**src/rtl/ram_slot_requester_pkg.sv**
```systemverilog
// RAM bus encodings and requester state type.
// Shared by every host and device on the merger.
package RAM;

  localparam logic [1:0] DIN_SIZE_8    = 2'b00;
  localparam logic [1:0] DIN_SIZE_16   = 2'b01;
  localparam logic [1:0] DIN_SIZE_32   = 2'b10;
  localparam logic [1:0] DIN_SIZE_RSVD = 2'b11;

  typedef enum logic [1:0] {
    IDLE,
    WAIT,
    ACCESS,
    REFRESH
  } slot_req_state_t;

  function automatic int cnt_w(input int n);
    return (n <= 1) ? 1 : $clog2(n);
  endfunction

endpackage

```
**src/rtl/ram_slot_requester_if.sv**
```systemverilog
// RAM bus between a host and the expansion merger.
// Idle hosts drive zeros and inactive-high strobes.
interface RAM_IF #(
  parameter int ADDR_BIT_WIDTH = 24
) ();

  logic [ADDR_BIT_WIDTH-1:0] ADDR;
  logic [31:0]               DIN;
  logic [31:0]               DOUT;
  logic [1:0]                DIN_SIZE;
  logic                      OE_n;
  logic                      WE_n;
  logic                      RFSH_n;
  logic                      ACK_n;
  logic                      TIMING;

  modport HOST (
    output ADDR, DIN, DIN_SIZE,
    output OE_n, WE_n, RFSH_n,
    input  DOUT, ACK_n, TIMING
  );

  modport DEVICE (
    input  ADDR, DIN, DIN_SIZE,
    input  OE_n, WE_n, RFSH_n,
    output DOUT, ACK_n, TIMING
  );

endinterface

```
**src/rtl/ram_slot_requester_slot_counter.sv**
```systemverilog
// Counts TIMING pulses; flags the pulse that belongs to SLOT.
// All hosts share reset, so every copy stays in lockstep.
module ram_slot_counter
  import RAM::*;
#(
  parameter int SLOT_COUNT = 4,
  parameter int SLOT       = 0
) (
  input  logic CLK,
  input  logic RESET_n,
  input  logic TIMING,
  output logic OWN_SLOT
);

  localparam int W = cnt_w(SLOT_COUNT);

  logic [W-1:0] r_cnt;
  logic         w_wrap;

  assign w_wrap = (r_cnt == W'(SLOT_COUNT - 1));

  always_ff @(posedge CLK) begin
    if (!RESET_n) begin
      r_cnt <= '0;
    end else if (TIMING) begin
      r_cnt <= w_wrap ? '0 : r_cnt + W'(1);
    end
  end

  assign OWN_SLOT = TIMING && (r_cnt == W'(SLOT));

endmodule

```
**src/rtl/ram_slot_requester.sv**
```systemverilog
// Single-peripheral RAM host: queues one request and runs it,
// or a pending refresh, inside its own TIMING slot.
module ram_slot_requester
  import RAM::*;
#(
  parameter int ADDR_BIT_WIDTH   = 24,
  parameter int SLOT             = 0,
  parameter int SLOT_COUNT       = 4,
  parameter int REFRESH_INTERVAL = 0,
  parameter int TIMEOUT          = 255
) (
  input  logic                      CLK,
  input  logic                      RESET_n,
  RAM_IF.HOST                       Ram,
  input  logic                      REQ,
  input  logic                      REQ_WE,
  input  logic [ADDR_BIT_WIDTH-1:0] REQ_ADDR,
  input  logic [31:0]               REQ_DIN,
  input  logic [1:0]                REQ_SIZE,
  output logic                      BUSY,
  output logic                      DONE,
  output logic                      ERR,
  output logic [31:0]               RD_DATA
);

  localparam int TW = cnt_w(TIMEOUT + 1);

  slot_req_state_t r_state, w_next;

  logic                      r_busy, r_we, r_bad;
  logic [ADDR_BIT_WIDTH-1:0] r_addr;
  logic [31:0]               r_din;
  logic [1:0]                r_size;
  logic [TW-1:0]             r_tcnt;
  logic                      r_rfsh_pend;
  logic                      r_done, r_err;
  logic [31:0]               r_rd_data;

  logic [ADDR_BIT_WIDTH-1:0] r_bus_addr, w_bus_addr;
  logic [31:0]               r_bus_din, w_bus_din;
  logic [1:0]                r_bus_size, w_bus_size;
  logic                      r_oe_n, w_oe_n;
  logic                      r_we_n, w_we_n;
  logic                      r_rfsh_n, w_rfsh_n;

  logic                      w_own, w_expire;
  logic                      w_accept, w_bad_in, w_hold;
  logic                      w_ack, w_tout, w_end;
  logic                      w_done, w_err, w_rd_cap;
  logic                      w_we;
  logic [ADDR_BIT_WIDTH-1:0] w_addr;
  logic [31:0]               w_din;
  logic [1:0]                w_size;

  ram_slot_counter #(
    .SLOT_COUNT (SLOT_COUNT),
    .SLOT       (SLOT)
  ) u_slot (
    .CLK      (CLK),
    .RESET_n  (RESET_n),
    .TIMING   (Ram.TIMING),
    .OWN_SLOT (w_own)
  );

  if (REFRESH_INTERVAL > 0) begin : g_rfsh
    localparam int RW = cnt_w(REFRESH_INTERVAL);
    logic [RW-1:0] r_rcnt;
    assign w_expire = (r_rcnt == RW'(REFRESH_INTERVAL - 1));
    always_ff @(posedge CLK) begin
      if (!RESET_n || w_expire) begin
        r_rcnt <= '0;
      end else begin
        r_rcnt <= r_rcnt + RW'(1);
      end
    end
  end else begin : g_no_rfsh
    assign w_expire = 1'b0;
  end

  // BUSY is low only in IDLE or in a refresh with nothing queued
  assign w_accept = REQ && !r_busy;
  assign w_bad_in = REQ_WE && (REQ_SIZE == DIN_SIZE_RSVD);
  assign w_hold   = r_busy || w_accept;
  assign w_ack    = !Ram.ACK_n;
  assign w_tout   = (r_tcnt == TW'(TIMEOUT));
  assign w_end    = w_ack || w_tout;

  assign w_we   = r_busy ? r_we   : REQ_WE;
  assign w_addr = r_busy ? r_addr : REQ_ADDR;
  assign w_din  = r_busy ? r_din  : REQ_DIN;
  assign w_size = r_busy ? r_size : REQ_SIZE;

  always_ff @(posedge CLK) begin
    if (!RESET_n) begin
      r_state <= IDLE;
    end else begin
      r_state <= w_next;
    end
  end

  always_comb begin
    w_next = r_state;
    unique case (r_state)
      IDLE: begin
        if (w_accept && w_bad_in) begin
          w_next = WAIT;
        end else if (w_own && r_rfsh_pend) begin
          w_next = REFRESH;
        end else if (w_own && w_accept) begin
          w_next = ACCESS;
        end else if (w_accept) begin
          w_next = WAIT;
        end
      end
      WAIT: begin
        if (r_bad) begin
          w_next = IDLE;
        end else if (w_own && r_rfsh_pend) begin
          w_next = REFRESH;
        end else if (w_own) begin
          w_next = ACCESS;
        end
      end
      ACCESS: begin
        if (w_end) begin
          w_next = IDLE;
        end
      end
      REFRESH: begin
        if (w_end) begin
          w_next = w_hold ? WAIT : IDLE;
        end
      end
    endcase
  end

  // Bus values are decoded from the next state and registered
  always_comb begin
    w_bus_addr = '0;
    w_bus_din  = '0;
    w_bus_size = DIN_SIZE_8;
    w_oe_n     = 1'b1;
    w_we_n     = 1'b1;
    w_rfsh_n   = 1'b1;
    unique case (1'b1)
      (w_next == ACCESS): begin
        w_bus_addr = w_addr;
        w_bus_din  = w_din;
        w_bus_size = w_size;
        w_oe_n     = w_we;
        w_we_n     = !w_we;
      end
      (w_next == REFRESH): begin
        w_rfsh_n = 1'b0;
      end
      default: begin
      end
    endcase
  end

  assign w_done   = (r_state == WAIT && r_bad) ||
                    (r_state == ACCESS && w_end);
  assign w_err    = (r_state == WAIT && r_bad) ||
                    (r_state == ACCESS && !w_ack && w_tout);
  assign w_rd_cap = (r_state == ACCESS) && w_ack && !r_we;

  always_ff @(posedge CLK) begin
    if (!RESET_n) begin
      r_busy      <= 1'b0;
      r_we        <= 1'b0;
      r_bad       <= 1'b0;
      r_addr      <= '0;
      r_din       <= '0;
      r_size      <= DIN_SIZE_8;
      r_tcnt      <= '0;
      r_rfsh_pend <= 1'b0;
      r_done      <= 1'b0;
      r_err       <= 1'b0;
      r_rd_data   <= '0;
      r_bus_addr  <= '0;
      r_bus_din   <= '0;
      r_bus_size  <= DIN_SIZE_8;
      r_oe_n      <= 1'b1;
      r_we_n      <= 1'b1;
      r_rfsh_n    <= 1'b1;
    end else begin
      if (w_accept) begin
        r_busy <= 1'b1;
        r_we   <= REQ_WE;
        r_bad  <= w_bad_in;
        r_addr <= REQ_ADDR;
        r_din  <= REQ_DIN;
        r_size <= REQ_SIZE;
      end else if (w_done) begin
        r_busy <= 1'b0;
      end
      if (w_next != r_state) begin
        r_tcnt <= '0;
      end else if (r_state == ACCESS ||
                   r_state == REFRESH) begin
        r_tcnt <= r_tcnt + TW'(1);
      end
      // A completed refresh wins over a coincident expiry
      if (r_state == REFRESH && w_end) begin
        r_rfsh_pend <= 1'b0;
      end else if (w_expire) begin
        r_rfsh_pend <= 1'b1;
      end
      r_done <= w_done;
      r_err  <= w_err;
      if (w_rd_cap) begin
        r_rd_data <= Ram.DOUT;
      end
      r_bus_addr <= w_bus_addr;
      r_bus_din  <= w_bus_din;
      r_bus_size <= w_bus_size;
      r_oe_n     <= w_oe_n;
      r_we_n     <= w_we_n;
      r_rfsh_n   <= w_rfsh_n;
    end
  end

  assign Ram.ADDR     = r_bus_addr;
  assign Ram.DIN      = r_bus_din;
  assign Ram.DIN_SIZE = r_bus_size;
  assign Ram.OE_n     = r_oe_n;
  assign Ram.WE_n     = r_we_n;
  assign Ram.RFSH_n   = r_rfsh_n;

  assign BUSY    = r_busy;
  assign DONE    = r_done;
  assign ERR     = r_err;
  assign RD_DATA = r_rd_data;

endmodule

```
**src/flat_wrapper.sv**
```systemverilog
// flat-port wrapper written by rule: the top's interface ports become plain ports
module ram_slot_requester_flat import RAM::*;
#(
  parameter int ADDR_BIT_WIDTH   = 24,
  parameter int SLOT             = 0,
  parameter int SLOT_COUNT       = 4,
  parameter int REFRESH_INTERVAL = 0,
  parameter int TIMEOUT          = 255
)
  (CLK, RESET_n, REQ, REQ_WE, REQ_ADDR, REQ_DIN, REQ_SIZE, BUSY, DONE, ERR, RD_DATA, Ram_ADDR, Ram_DIN, Ram_DIN_SIZE, Ram_OE_n, Ram_WE_n, Ram_RFSH_n, Ram_DOUT, Ram_ACK_n, Ram_TIMING);
  RAM_IF #(.ADDR_BIT_WIDTH(ADDR_BIT_WIDTH)) Ram_i ();
  input  logic CLK;
  input  logic RESET_n;
  input  logic REQ;
  input  logic REQ_WE;
  input  logic [ADDR_BIT_WIDTH-1:0] REQ_ADDR;
  input  logic [31:0] REQ_DIN;
  input  logic [1:0] REQ_SIZE;
  output logic BUSY;
  output logic DONE;
  output logic ERR;
  output logic [31:0] RD_DATA;
  output wire logic [$bits(Ram_i.ADDR)-1:0] Ram_ADDR;
  output wire logic [$bits(Ram_i.DIN)-1:0] Ram_DIN;
  output wire logic [$bits(Ram_i.DIN_SIZE)-1:0] Ram_DIN_SIZE;
  output wire logic [$bits(Ram_i.OE_n)-1:0] Ram_OE_n;
  output wire logic [$bits(Ram_i.WE_n)-1:0] Ram_WE_n;
  output wire logic [$bits(Ram_i.RFSH_n)-1:0] Ram_RFSH_n;
  input wire logic [$bits(Ram_i.DOUT)-1:0] Ram_DOUT;
  input wire logic [$bits(Ram_i.ACK_n)-1:0] Ram_ACK_n;
  input wire logic [$bits(Ram_i.TIMING)-1:0] Ram_TIMING;
  assign Ram_ADDR = Ram_i.ADDR;
  assign Ram_DIN = Ram_i.DIN;
  assign Ram_DIN_SIZE = Ram_i.DIN_SIZE;
  assign Ram_OE_n = Ram_i.OE_n;
  assign Ram_WE_n = Ram_i.WE_n;
  assign Ram_RFSH_n = Ram_i.RFSH_n;
  assign Ram_i.DOUT = Ram_DOUT;
  assign Ram_i.ACK_n = Ram_ACK_n;
  assign Ram_i.TIMING = Ram_TIMING;
  ram_slot_requester #(.ADDR_BIT_WIDTH(ADDR_BIT_WIDTH), .SLOT(SLOT), .SLOT_COUNT(SLOT_COUNT), .REFRESH_INTERVAL(REFRESH_INTERVAL), .TIMEOUT(TIMEOUT)) u_core (.CLK(CLK), .RESET_n(RESET_n), .Ram(Ram_i), .REQ(REQ), .REQ_WE(REQ_WE), .REQ_ADDR(REQ_ADDR), .REQ_DIN(REQ_DIN), .REQ_SIZE(REQ_SIZE), .BUSY(BUSY), .DONE(DONE), .ERR(ERR), .RD_DATA(RD_DATA));
endmodule
```
**config.mk**
```make
export PLATFORM = sky130hd
export DESIGN_NAME = ram_slot_requester_flat
export DESIGN_NICKNAME = d
export VERILOG_FILES = /design/src/rtl/ram_slot_requester_pkg.sv /design/src/rtl/ram_slot_requester_if.sv /design/src/rtl/ram_slot_requester_slot_counter.sv /design/src/rtl/ram_slot_requester.sv /design/src/flat_wrapper.sv
export SDC_FILE = /design/constraint.sdc
export NUM_CORES = 1
export LEC_CHECK = 0
export ABC_CLOCK_PERIOD_IN_PS = 2100
export CAP_MARGIN = 30
export CORE_ASPECT_RATIO = 1.75
export CORE_UTILIZATION = 46
export CTS_CLUSTER_DIAMETER = 40
export DETAILED_ROUTE_END_ITERATION = 10
export GPL_ROUTABILITY_DRIVEN = 0
export PLACE_DENSITY = 0.81
export REMOVE_ABC_BUFFERS = 1
export SLEW_MARGIN = 30
export SYNTH_ARGS = -nofsm -noshare
export SYNTH_HDL_FRONTEND = slang
export SYNTH_SLANG_ARGS = --single-unit
export TNS_END_PERCENT = 30
```
**constraint.sdc**
```tcl
create_clock -name CLK -period 2.1 [get_ports CLK]
set_input_delay 0.42 -clock CLK [delete_from_list [all_inputs] [get_ports CLK]]
set_output_delay 0.42 -clock CLK [all_outputs]
set_load 0.03 [all_outputs]
```
==> impl_metrics.ini <==
[min_path]
min_path_type = reg2reg
holdCritStartpoint = u_core.RD_DATA[17]$_SDFFE_PN0P_

[synth]
ys_ff_latch = 168
yosysUniqueCellTypes = 39
synth_top_family_by_area = simple AND/OR/NAND/NOR gates
yosys_warnings = 0
synthCells = 683
syn_area_mm2 = 0.00602
async_flop_share_pct = 0
synth_mux_area_share_pct = 10.5
ys.flop_type = dfxtp_1
ys_seq_area_share_pct = 55.9
synth-adder-area-share_pct = 0.624
synth_area_per_cell_um2 = 8.81
synth_xor_xnor_area_share_pct = 1.02
synth_simple_gate_area_share_pct = 19.1
synth_compound_area_share_pct = 9.27
synth_edf_count = 0

[timing]
skew_ns = 0.00950
fmax_mhz = 497
fin_crit_ns = 2.01
relSlewSlack_pct = 60.1
rsz0062_at_grt = false
setup_viol = 0
setup_tns_ns = 0
hold_viol_final = 0
post-route-period-util_pct = 95.8
slew_violations = 0
worst_pin_slew_ns = 0.599

[routing]
drt-met1-wl_um = 5320
route.met3.wl_um = 774
firstDrtPassIters = 4
met2WireLength_um = 8170
drt_iter0_markers = 253
drc = 0
drt_wl_total_um = 14900
num_vias = 5209
top_layer = met4
vias_per_cell = 4.98
antenna_left = 0
avgRoutedWirePerCell_um = 14.2

[floorplanning]
fp-row-count = 55
ioPinCount = 192
die_h_um = 153
die_w_um = 88.5
start_util_pct = 46.8
design.core.area_mm2 = 0.0129
dieArea_mm2 = 0.0136

[setup_path]
critical_path_class = reg2out
worst_r2r_startpoint = u_core.u_slot.r_cnt[0]$_SDFFE_PN0P_
cp_top_family = buffers and inverters
cp_cell_sequence = clkdlybuf4s50_1
startpoint_type = register
critPathBufInv = 1
cp-end-kind = output pin
worst-endpoint-arrival_ns = 1.59
critPathMaxFanout = 11
critPathRequiredTime_ns = 1.68
slowest_delay_ns = 0.71
crit_path_top_delay_cell = clkdlybuf4s50_1
crit_start = u_core.BUSY$_SDFFE_PN0P_

[run_status]
status = finished, final reports clean

[layout]
area.growth.synth_to_final_pct = 45.6
post-route-util_pct = 68.1
ff_latch_area_mm2 = 0.00337
multiInputGateArea_mm2 = 0.00246
num-fill-cells = 1019
final_layout_size_suffix_gt1_share_pct = 6.51
fin_cells = 1046
fin_nets = 961
diodes = 0

[grt]
overflow = 0
grt_usage_pct = 22.9
antenna_found_initial = 0
grt_pass1_wl_um = 23900
grt_max_degree = 57
first_global_vias = 5135

[cts]
clk_latency_ns = 0.42
clockBufferDepth = 2
clock_sinks = 168
clk_pin_slew_ns = 0.07
cts_hold_buf = 0
cts_tree = yes
cts.repair.resized = 0
cts_buffers = 17
root_buffer = clkbuf_16
cts_setup_buffers = 0
htreeDepth = 4

[power_and_ir_drop]
leakage_nw = 3.27
power_density_mw_per_mm2 = 871
irDropWorstVdd_mv = 0.607

[placed_design]
port_buffers = 191
dpl.hpwl_um = 10200
dp.cells = 1014

[flow_run]
cap_violations = 0
==> power breakdown <==
| group | total, W | switching (W) | leakage [nW] | internal, W |
|---|---|---|---|---|
| combinational | 0.00105 | 0.000549 | 1.61 | 0.000497 |
| clock | 0.00316 | 0.00133 | 0.291 | 0.00183 |
| sequential | 0.00342 | 0.0000842 | 1.37 | 0.00334 |
==> kinds of logic after synthesis <==
| kind of cell | count (synthesis) |
|---|---|
| compound gates | 105 |
| xor+xnor | 7 |
| fa+ha+maj | 3 |
| buf+inv | 51 |
| flops | 168 |
| mux | 63 |
| simple gates | 286 |
==> cells in the final DEF (no fill, tap or decap), types with 3 or more instances in the layout <==
cell,count
clkdlybuf4s50_1,191
nand2_1,188
dfxtp_1,167
a21oi_1,94
nor2_1,74
mux2i_1,62
clkbuf_16,17
buf_4,10
buf_12,6
xor2_1,4
inv_1,3
nand4_1,3
and2_1,3
nand2b_1,3
xnor2_1,3
ha_1,3
clkinv_4,3
inv_6,3
inv_8,3
==> cells in the mapped netlist (4+ instances only) <==
library cell | number | area share [%]
a21oi_1 | 94 | 7.8
clkbuf_1 | 32 | 2.0
nor2_1 | 74 | 4.6
nand2_1 | 188 | 12
nand2b_1 | 4 | 0.42
xor2_1 | 4 | 0.58
buf_2 | 11 | 0.91
dfxtp_1 | 168 | 56
mux2i_1 | 62 | 10
==> final cells by class <==
type                            instances  share of cell area [%]
Timing Repair Buffer                  207                    24.0
Sequential cell                       168                    38.4
Tap cell                              171                    2.44
Clock buffer                           19                    5.05
Clock inverter                         13                    1.84
Multi-Input combinational cell        464                    28.0
Inverter                                4                   0.171
==> final timing paths <==
path	endpoint	slack, ns	cells after the start
min reg2reg	u_core.RD_DATA[17]$_SDFFE_PN0P_	0.45	2
min	u_core.RD_DATA[17]$_SDFFE_PN0P_	0.45	2
max	BUSY	0.09	1
max reg2reg	u_core.Ram.ADDR[11]$_SDFF_PN0_	0.27	7
==> per-stage QoR <==
step | power (W) | hold slack [ns] | instance area (µm²) | setup WS (ns)
finish | 0.00763 | 0.453 | 8760 | 0.0882
global route | 0.00794 | 0.472 | 8760 | 0.0476
CTS | 0.00770 | 0.455 | 8760 | 0.0673
detailed placement | 0.00455 | 0.446 | 8160 | 0.0145
global placement | 0.00453 | 0.440 | 8160 | 0.0375
floorplan | 0.00403 | 0.436 | 5820 | -2.57
==> worst register-to-register path, delay by kind of cell, from the launching register on <==
| kind | cells | cell delay (ns) |
|---|---|---|
| AO/OA/AOI/OAI | 2 | 0.56 |
| adder cells (fa/ha/maj) | 1 | 0.21 |
| buffers and inverters | 2 | 0.26 |
| flip-flops | 1 | 0.38 |
| AND/OR/NAND/NOR | 2 | 0.30 |
==> state kept, by name (all words and copies together) (netlist names), 8 cells and up <==
signal / cells
u_core.RD_DATA: 32
u_core.Ram.ADDR: 24
u_core.r_tcnt: 8
u_core.r_din: 32
u_core.Ram.DIN: 32
u_core.r_addr: 24
==> layer usage <==
layer	vias up	GRT usage (%)
met4	0	12.1
li1	2591	-
met2	158	41.4
met5	-	0
met1	2422	22.7
met3	38	6.91
No activity file was read; power rests on OpenSTA's default activity.
